$ cat src/rtl/obstacle_pkg.sv
// obstacle_pkg
// Shared definitions for the obstacle path: game-state codes, obstacle
// type codes, obstacle heights, default ground/bird lines, the scroller
// FSM state type and the packed {h, y} geometry record produced by the
// geometry lookup.
package obstacle_pkg;

    // gamestate codes; 2'b10 behaves like UnBegin (only bit 0 matters
    // for deciding "not started")
    localparam logic [1:0] GS_UNBEGIN = 2'b00;
    localparam logic [1:0] GS_RUNNING = 2'b01;
    localparam logic [1:0] GS_DEAD    = 2'b11;

    // obstacle type codes as driven by the selector
    localparam logic [3:0] SEL_BIRD  = 4'b1000;
    localparam logic [3:0] SEL_CAC1S = 4'b0100;
    localparam logic [3:0] SEL_CAC1B = 4'b0101;
    localparam logic [3:0] SEL_CAC2S = 4'b0110;
    localparam logic [3:0] SEL_CAC2B = 4'b0111;

    // obstacle heights in pixels
    localparam logic [9:0] H_SMALL = 10'd70;
    localparam logic [9:0] H_BIRD  = 10'd80;
    localparam logic [9:0] H_BIG   = 10'd100;

    localparam int GROUND_Y_DEF = 400;
    localparam int BIRD_Y_DEF   = 330;

    typedef enum logic [2:0] {
        ST_IDLE,
        ST_LOAD,
        ST_SCROLL,
        ST_EXIT,
        ST_GAP
    } obs_state_t;

    typedef struct packed {
        logic [9:0] h;
        logic [9:0] y;
    } obs_geom_t;

    // UnBegin is any code with bit 0 clear (00 and 10)
    function automatic logic is_unbegin(input logic [1:0] gs);
        return ~gs[0];
    endfunction

endpackage

$ cat src/rtl/obstacle_geom_lut.sv
// obstacle_geom_lut
// Combinational map from obstacle type code to {height, top y}.
// Birds fly at BIRD_Y; cacti stand on GROUND_Y. Unknown codes fall
// back to the big cactus so a bad selector code still yields a sane,
// collidable shape.
// Ports:
//   sel   in  4          obstacle type code
//   geom  out obs_geom_t {h, y} of that type
module obstacle_geom_lut
    import obstacle_pkg::*;
#(
    parameter int GROUND_Y = GROUND_Y_DEF,
    parameter int BIRD_Y   = BIRD_Y_DEF
) (
    input  logic [3:0] sel,
    output obs_geom_t  geom
);

    localparam logic [9:0] GROUND = 10'(GROUND_Y);
    localparam logic [9:0] BIRD   = 10'(BIRD_Y);

    always_comb begin
        geom.h = H_BIG;
        geom.y = GROUND - H_BIG;
        case (sel)
            SEL_BIRD: begin
                geom.h = H_BIRD;
                geom.y = BIRD;
            end
            SEL_CAC1S, SEL_CAC2S: begin
                geom.h = H_SMALL;
                geom.y = GROUND - H_SMALL;
            end
            default: ;
        endcase
    end

endmodule

$ cat src/rtl/obstacle_scroller.sv
// obstacle_scroller
// Latches the selected obstacle, scrolls it left by `speed` pixels per
// frame, pulses ObstacleRunning/obstacle_passed for one cycle when it
// has fully left the screen, waits GAP_FRAMES frames and spawns the
// next one. Speed rises by one every STEP_EVERY cleared obstacles up to
// MAX_SPEED. Dead freezes everything; UnBegin restarts from reset values.
// Ports:
//   clk, rst          clock, synchronous active-high reset
//   frame_tick        one-cycle strobe per video frame
//   gamestate         00 UnBegin, 01 Running, 11 Dead, 10 as UnBegin
//   ObstacleSEL       type from selector (sampled only in LOAD)
//   FinalWidth        width from selector (sampled only in LOAD)
//   ObstacleRunning   one-cycle request for the next obstacle
//   obstacle_passed   one-cycle score pulse
//   obstacle_x        signed left edge
//   obstacle_y/w/h    latched geometry
//   obstacle_sel_o    latched type for the renderer
//   obstacle_visible  obstacle drawn / collidable
//   speed             current pixels per frame
module obstacle_scroller
    import obstacle_pkg::*;
#(
    parameter int SCREEN_W    = 640,
    parameter int GROUND_Y    = GROUND_Y_DEF,
    parameter int BIRD_Y      = BIRD_Y_DEF,
    parameter int START_SPEED = 4,
    parameter int MAX_SPEED   = 12,
    parameter int STEP_EVERY  = 5,
    parameter int GAP_FRAMES  = 30
) (
    input  logic               clk,
    input  logic               rst,
    input  logic               frame_tick,
    input  logic [1:0]         gamestate,
    input  logic [3:0]         ObstacleSEL,
    input  logic [9:0]         FinalWidth,
    output logic               ObstacleRunning,
    output logic               obstacle_passed,
    output logic signed [11:0] obstacle_x,
    output logic [9:0]         obstacle_y,
    output logic [9:0]         obstacle_w,
    output logic [9:0]         obstacle_h,
    output logic [3:0]         obstacle_sel_o,
    output logic               obstacle_visible,
    output logic [4:0]         speed
);

    localparam int PW = $clog2(STEP_EVERY + 1);
    localparam int GW = $clog2(GAP_FRAMES + 1);

    localparam logic signed [11:0] X_SPAWN   = 12'(SCREEN_W);
    localparam logic [4:0]         SPD_START = 5'(START_SPEED);
    localparam logic [4:0]         SPD_MAX   = 5'(MAX_SPEED);
    localparam logic [PW-1:0]      STEP_LAST = PW'(STEP_EVERY - 1);
    localparam logic [GW-1:0]      GAP_LOAD  = GW'(GAP_FRAMES);
    localparam logic [GW-1:0]      GAP_LAST  = GW'(1);

    obs_state_t         state_q, state_n;
    logic signed [11:0] x_q, x_n;
    logic [9:0]         y_q, y_n, w_q, w_n, h_q, h_n;
    logic [3:0]         sel_q, sel_n;
    logic [4:0]         speed_q, speed_n;
    logic [PW-1:0]      pass_q, pass_n;
    logic [GW-1:0]      gap_q, gap_n;

    obs_geom_t          geom;
    logic signed [12:0] rem;
    logic               gone;
    logic               frozen;

    obstacle_geom_lut #(
        .GROUND_Y (GROUND_Y),
        .BIRD_Y   (BIRD_Y)
    ) u_lut (
        .sel  (ObstacleSEL),
        .geom (geom)
    );

    // right edge after this frame's step; <= 0 means fully off screen.
    // One extra bit keeps the sum clear of overflow for any width.
    assign rem  = 13'(x_q) - $signed({8'b0, speed_q}) + $signed({3'b0, w_q});
    assign gone = rem[12] || (rem == 13'sd0);

    // Dead holds everything except an EXIT already in flight, so the
    // pulse it has started still ends after one cycle.
    assign frozen = (gamestate == GS_DEAD) && (state_q != ST_EXIT);

    always_comb begin
        state_n = state_q;
        x_n     = x_q;
        y_n     = y_q;
        w_n     = w_q;
        h_n     = h_q;
        sel_n   = sel_q;
        speed_n = speed_q;
        pass_n  = pass_q;
        gap_n   = gap_q;

        if (is_unbegin(gamestate)) begin
            state_n = ST_IDLE;
            x_n     = X_SPAWN;
            y_n     = '0;
            w_n     = '0;
            h_n     = '0;
            sel_n   = SEL_CAC2B;
            speed_n = SPD_START;
            pass_n  = '0;
            gap_n   = '0;
        end else if (!frozen) begin
            case (state_q)
                ST_IDLE: begin
                    if (gamestate == GS_RUNNING) state_n = ST_LOAD;
                end
                ST_LOAD: begin
                    sel_n   = ObstacleSEL;
                    w_n     = (FinalWidth == '0) ? 10'd1 : FinalWidth;
                    h_n     = geom.h;
                    y_n     = geom.y;
                    x_n     = X_SPAWN;
                    state_n = ST_SCROLL;
                end
                ST_SCROLL: begin
                    if (frame_tick) begin
                        if (gone) begin
                            x_n     = -$signed({2'b0, w_q});
                            state_n = ST_EXIT;
                        end else begin
                            x_n = x_q - $signed({7'b0, speed_q});
                        end
                    end
                end
                ST_EXIT: begin
                    if (pass_q == STEP_LAST) begin
                        pass_n = '0;
                        if (speed_q < SPD_MAX) speed_n = speed_q + 5'd1;
                    end else begin
                        pass_n = pass_q + PW'(1);
                    end
                    gap_n   = GAP_LOAD;
                    state_n = ST_GAP;
                end
                ST_GAP: begin
                    if (frame_tick) begin
                        gap_n = gap_q - GW'(1);
                        if (gap_q == GAP_LAST) state_n = ST_LOAD;
                    end
                end
                default: state_n = ST_IDLE;
            endcase
        end
    end

    always_ff @(posedge clk) begin
        if (rst) begin
            state_q <= ST_IDLE;
            x_q     <= X_SPAWN;
            y_q     <= '0;
            w_q     <= '0;
            h_q     <= '0;
            sel_q   <= SEL_CAC2B;
            speed_q <= SPD_START;
            pass_q  <= '0;
            gap_q   <= '0;
        end else begin
            state_q <= state_n;
            x_q     <= x_n;
            y_q     <= y_n;
            w_q     <= w_n;
            h_q     <= h_n;
            sel_q   <= sel_n;
            speed_q <= speed_n;
            pass_q  <= pass_n;
            gap_q   <= gap_n;
        end
    end

    // Pulses follow the one-cycle EXIT state, so a reset or restart on
    // that edge drops them immediately.
    assign ObstacleRunning  = (state_q == ST_EXIT);
    assign obstacle_passed  = (state_q == ST_EXIT);
    assign obstacle_visible = (state_q == ST_SCROLL);
    assign obstacle_x       = x_q;
    assign obstacle_y       = y_q;
    assign obstacle_w       = w_q;
    assign obstacle_h       = h_q;
    assign obstacle_sel_o   = sel_q;
    assign speed            = speed_q;

endmodule

$ cat config.mk
export PLATFORM = sky130hd
export DESIGN_NAME = obstacle_scroller
export DESIGN_NICKNAME = d
export VERILOG_FILES = /design/src/rtl/obstacle_pkg.sv /design/src/rtl/obstacle_geom_lut.sv /design/src/rtl/obstacle_scroller.sv
export SDC_FILE = /design/constraint.sdc
export NUM_CORES = 1
export LEC_CHECK = 0
export ABC_AREA = 1
export CORE_MARGIN = 5
export CORE_UTILIZATION = 44
export DETAILED_ROUTE_END_ITERATION = 8
export PLACE_DENSITY = 0.71
export SYNTH_ARGS = -nofsm -noshare
export SYNTH_HDL_FRONTEND = slang
export SYNTH_HIERARCHICAL = 1
export SYNTH_SLANG_ARGS = --single-unit
$ cat constraint.sdc
create_clock -name clk -period 2.7 [get_ports clk]
set_input_delay 0.54 -clock clk [delete_from_list [all_inputs] [get_ports clk]]
set_output_delay 0.54 -clock clk [all_outputs]
set_load 0.02 [all_outputs]
# == After elaboration in Yosys (flattened, before gate mapping) ==
# Cells that the tools add are included.
# classes
addsub,7
n_lt_le_gt_ge,1
eq_ne,17
muxes,14
bitwise_logic,2
n_reduce_logical,15
# op_table
cell,count
case mux 16 bit (2 select lines),1
2-to-1 mux 12 bit,2
case mux 12 bit (2 select lines),1
2-to-1 mux 3 bit,6
case mux 3 bit (5 select lines),1
adder 13 x 11 -> 13 bit,1
logical NOT 13 bit,1
subtractor 12 x 6 -> 13 bit,1
negation 10 -> 12 bit,1
subtractor 12 x 6 -> 12 bit,1
logical NOT 10 bit,1
2-to-1 mux 10 bit,1
case mux 5 bit (2 select lines),1
equality test 4 x 3 -> 1 bit (second input constant),2
!= test 2 bit (second input constant),4
equality test 3 x 2 -> 1 bit (second input constant),2
equality test 3 bit (second input constant),2
AND reduction 3 bit,2
AND reduction 6 bit,1
adder 5 x 1 -> 5 bit (second input constant),1
equality test 5 x 1 -> 1 bit (second input constant),1
< comparator 5 x 4 -> 1 bit (second input constant),1
2-to-1 mux 5 bit,1
subtractor 5 x 1 -> 5 bit (second input constant),1
15 further kinds,19
# totals
regBits,62
input_bits,19
out_inout_bits,54
elab_cells,65

# == Depth between registers and ports, before layout ==
# depth
word_depth,7
depth_mapped,22
mapped_depth_nobuf,21

# == By module ==
# The synthesis kept the hierarchy.
# modules_own_cells
module,n_inst,cells_each,area_per_inst_um2,seq_area_each_um2
obstacle_scroller,1,605,4155.2,1241.2
obstacle_geom_lut,1,31,182.7,0.0

# == Worst setup path before layout ==
# Ideal clock, no wire load.
# synth_path
kind,reg2reg
startpoint,reg x_q[1] (netlist: obstacle_x[1])
endpoint,reg x_q[11] (netlist: obstacle_x[11])
setup_ns,0.132
arrival_time_ns,2.730
required_time_ns,2.568
setup_slack_ns,-0.162
stages_incl_launch_ff,19
n_path_buf,1
synth_period_minus_slack_ns,2.862
path_cell_list,dfxtp_1 inv_1 fa_1 fa_1 inv_1 nand2_1 nand2_1 nand2_1 nand2_1 nand3_1 nor2_1 nand3_1 nor2_1 nand3_2 nand2_2 buf_12 nand2_2 nand3_1 a21oi_1
# synth_between
elab_chain_len,7
word_cells_on_any_way,8
cone_classes,3 x add/sub; 3 x mux; 2 x reduce/logical
# synth_lines
item,line_no,source
"start, declared",obstacle_scroller.sv:59,"logic signed [11:0] x_q, x_n;"
"start signal, assigned",obstacle_scroller.sv:166,x_q <= x_n;
subtractor 12 x 6 -> 13 bit,obstacle_scroller.sv:81,"assign rem = 13'(x_q) - $signed({8'b0, speed_q}) + $signed({3'b0, w_q});"
adder 13 x 11 -> 13 bit,obstacle_scroller.sv:81,
logical NOT 13 bit,obstacle_scroller.sv:82,assign gone = rem[12] || (rem == 13'sd0);
logical OR 1 bit,obstacle_scroller.sv:82,
2-to-1 mux 12 bit *,obstacle_scroller.sv:124,if (gone) begin
2-to-1 mux 12 bit *,obstacle_scroller.sv:123,if (frame_tick) begin
case mux 12 bit (2 select lines) *,obstacle_scroller.sv:110,case (state_q)
# Mark *: on every way between the ends. The rest lies on a longest branch, timed or not. The select of a mux whose other input is x is not followed.
# A chain may end at the register's enable or synchronous reset.

# == Final worst setup path ==
# layout_path
startpoint,reg x_q[1] (netlist: obstacle_x[1])
endpoint,reg x_q[3] (netlist: obstacle_x[3])
# Same word-level chain as after synthesis.

==> flow_metrics.tcl <==
set metrics [dict create \
    status "finished, final reports clean" \
    rsz0062_at_grt "true" \
    fmax_ghz 0.374 \
    relSlewSlack_pct 63.0 \
    wl_per_cell_um 13.1 \
    crit_chain "inv_2 > fa_1 > fa_2 > nand2_1 > nor2_1 > nand3_1 > nor2_1 > nand3_1 > nor2_2 > nand3_4 > nand2_4 > buf_12 > nand2_4 > nand3_2 > a21oi_2" \
    path_buf_inv 2 \
    drive_above_1_share_pct 19.2 \
    hp-class "reg2reg" \
    cp_top_family "adder cells" \
    ys_types 38 \
    antenna_cells 0 \
    syn_area_per_cell_um2 6.82 \
    gp_congestion 0.878 \
    initial_core_util_pct 44.8 \
    grt.total_usage_pct 20.0 \
    rr_worst_depth 15 \
    final_util_pct 59.9 \
    die_area_mm2 0.0119 \
    numCtsBuffers 9 \
    drt_pre_antenna_iters 4 \
    cts.sinks 62 \
    synth.largest_area_cell "dfxtp_1" \
    io_pins 73 \
    seq_area_frac_synth_pct 28.6 \
    synthTopCellsByArea "dfxtp_1 (29%), nand2_1 (9.9%), inv_1 (8.9%)" \
    worstHoldPathCells 2 \
    grt_pass1_vias 4280 \
    final_cell_mix "nand2_1 (107), inv_1 (95), clkdlybuf4s50_1 (72)" \
    clockBufferDepth 2 \
    grt_max_degree 38 \
    drc 0 \
    core_area_mm2 0.00968 \
    path_class "reg2reg" \
    vias 4226 \
    worst_pin_slew_ns 0.548 \
    path_max_fanout 7 \
    fin_crit_sh_pct 98.9 \
    die_w_um 109 \
    max-vdd-ir-drop_uv 322 \
    cp.depth 15 \
    ys_ff_latch 62 \
    total_power_uw 2090 \
    end_kind "flip-flop" \
    fillCellCount 902 \
    routed_via_density 4.84 \
    cts.htree.levels 3 \
    dp_hpwl_um 8900 \
    synth_area_mm2 0.00434 \
    antenna_found_initial 0 \
    total_leakage_power_uw 0.00255 \
    grt_pass1_wl_um 19100 \
    clock_latency_ns 0.35 \
    slew_viol_final 0 \
    synthCells 636 \
    arrival_ns 2.89 \
    worst_path_largest_cell_delay_ns 0.54 \
    drtAntennaViolNets 0 \
    hold_violations 0 \
    fin_setup_tns_ns 0 \
    syn_to_final_growth_pct 33.7 \
    final_common_cell "nand2_1" \
    skew_ns 0.0134 \
    port_buffers 72 \
    cts_tree "yes" \
    maxCapViolCount 0 \
    fin_crit_ns 2.67 \
    crit_required_ns 2.92 \
    start_kind "flip-flop" \
    whs_ns 0.469 \
    die_h_um 109 \
    routed_wl_um 11500 \
    dr.first_iter.drc_count 177 \
    rows 36 \
    root_buffer "clkbuf_8" \
    synth_warnings 6 \
    clkTransAtPathRegs_ns 0.07 \
    setup_violations 0 \
    pwr_density_cell_mw_per_mm2 361 \
    synth_top_cell_area_share_pct 28.6 \
    grt_overflow 0 \
    holdBufCountCts 0 \
    fin_nets 790 \
    cp_slowest_cell "fa_2" \
]
==> layer usage <==
metal  global-route usage [%]  vias up  wire length [um]
li1                         -     2193                 -
met1                     23.4     1936              4930
met2                     35.0       81              5680
met3                     4.99       16               654
met4                     8.01        0               193
met5                        0        -                 0
==> per-stage QoR <==
stage	setup WS [ns]	cell area, um2	instances
after floorplan	0.00444	4400	646
after global placement	-0.0519	5380	856
after detailed placement	-0.0994	5380	856
after CTS	0.000197	5710	874
after global routing	-0.172	5800	874
final	0.0287	5800	874
==> sequential cells by signal (all words and copies together), names as in the netlist <==
register / cells
obstacle_h: 10
obstacle_sel_o: 4
pass_q: 3
speed: 5
state_q: 3
gap_q: 5
obstacle_y: 10
obstacle_x: 12
obstacle_w: 10
==> timing repair <==
item,4_1_cts,5_1_grt
setup buffers,2,0
pin swaps,11,11
setup endpoints to repair,15,15
gates resized for setup,25,25
==> cell usage after synthesis <==
| master | n |
|---|---|
| inv_1 | 103 |
| o31ai_1 | 1 |
| a211oi_1 | 4 |
| nand3_2 | 3 |
| clkinv_1 | 2 |
| ha_1 | 29 |
| a21oi_2 | 3 |
| buf_4 | 17 |
| a31oi_1 | 4 |
| dfxtp_1 | 62 |
| conb_1 | 2 |
| buf_2 | 4 |
| nor3_1 | 7 |
| nor2_4 | 2 |
| buf_12 | 1 |
| nor2_2 | 8 |
| nand4_1 | 6 |
| o21ai_0 | 36 |
| nor2_1 | 73 |
| o221ai_1 | 1 |
| a41oi_1 | 1 |
| nor3b_1 | 1 |
| a21oi_1 | 38 |
| nor3_4 | 2 |
| nor4_4 | 1 |
| buf_6 | 1 |
| nand2_1 | 114 |
| o21ai_2 | 1 |
| xor2_1 | 13 |
| xnor2_1 | 4 |
| clkbuf_1 | 9 |
| nand2_2 | 15 |
| nand3_1 | 53 |
| nand3b_1 | 3 |
| fa_1 | 6 |
| inv_2 | 2 |
| o21bai_4 | 1 |
| nor4_1 | 3 |
==> path summary, 6_finish.rpt <==
check                 endpoint         startpoint  slack [ns]
max              obstacle_x[3]      obstacle_x[1]        0.03
min          obstacle_sel_o[1]  obstacle_sel_o[1]        0.47
max reg2reg      obstacle_x[3]      obstacle_x[1]        0.03
min reg2reg  obstacle_sel_o[1]  obstacle_sel_o[1]        0.47
==> cell type report <==
class	count	area, um2	area share (%)
Multi-Input combinational cell	445	2730	47.0
Sequential cell	62	1260	21.8
Clock inverter	4	47.5	0.819
Clock buffer	12	145	2.50
Tap cell	133	166	2.87
Inverter	107	404	6.97
Timing Repair Buffer	111	1050	18.1
==> kinds of logic (layout without fill, tap and decap cells) <==
logic type | count (synthesis) | in the layout | synth area share, %
flip-flops | 62 | 62 | 28.6
other | 2 | 12 | 0.173
AND/OR/NAND/NOR | 291 | 291 | 30.9
adder cells (fa/ha/maj) | 35 | 35 | 11.1
XOR/XNOR | 17 | 17 | 3.43
buffers and inverters | 139 | 234 | 14.2
AO/OA/AOI/OAI | 90 | 90 | 11.6
==> report_power, final <==
group | switching [uW] | internal (uW)
logic | 202 | 141
clock network | 367 | 449
registers | 9.33 | 925
total | 577 | 1520
==> tightest hold or removal path: stages (launching register included) <==
cell and delay [ns]:
dfxtp_1 0.33, nand2_1 0.06, nand3_1 0.05
(Power assumes the default switching activity.)
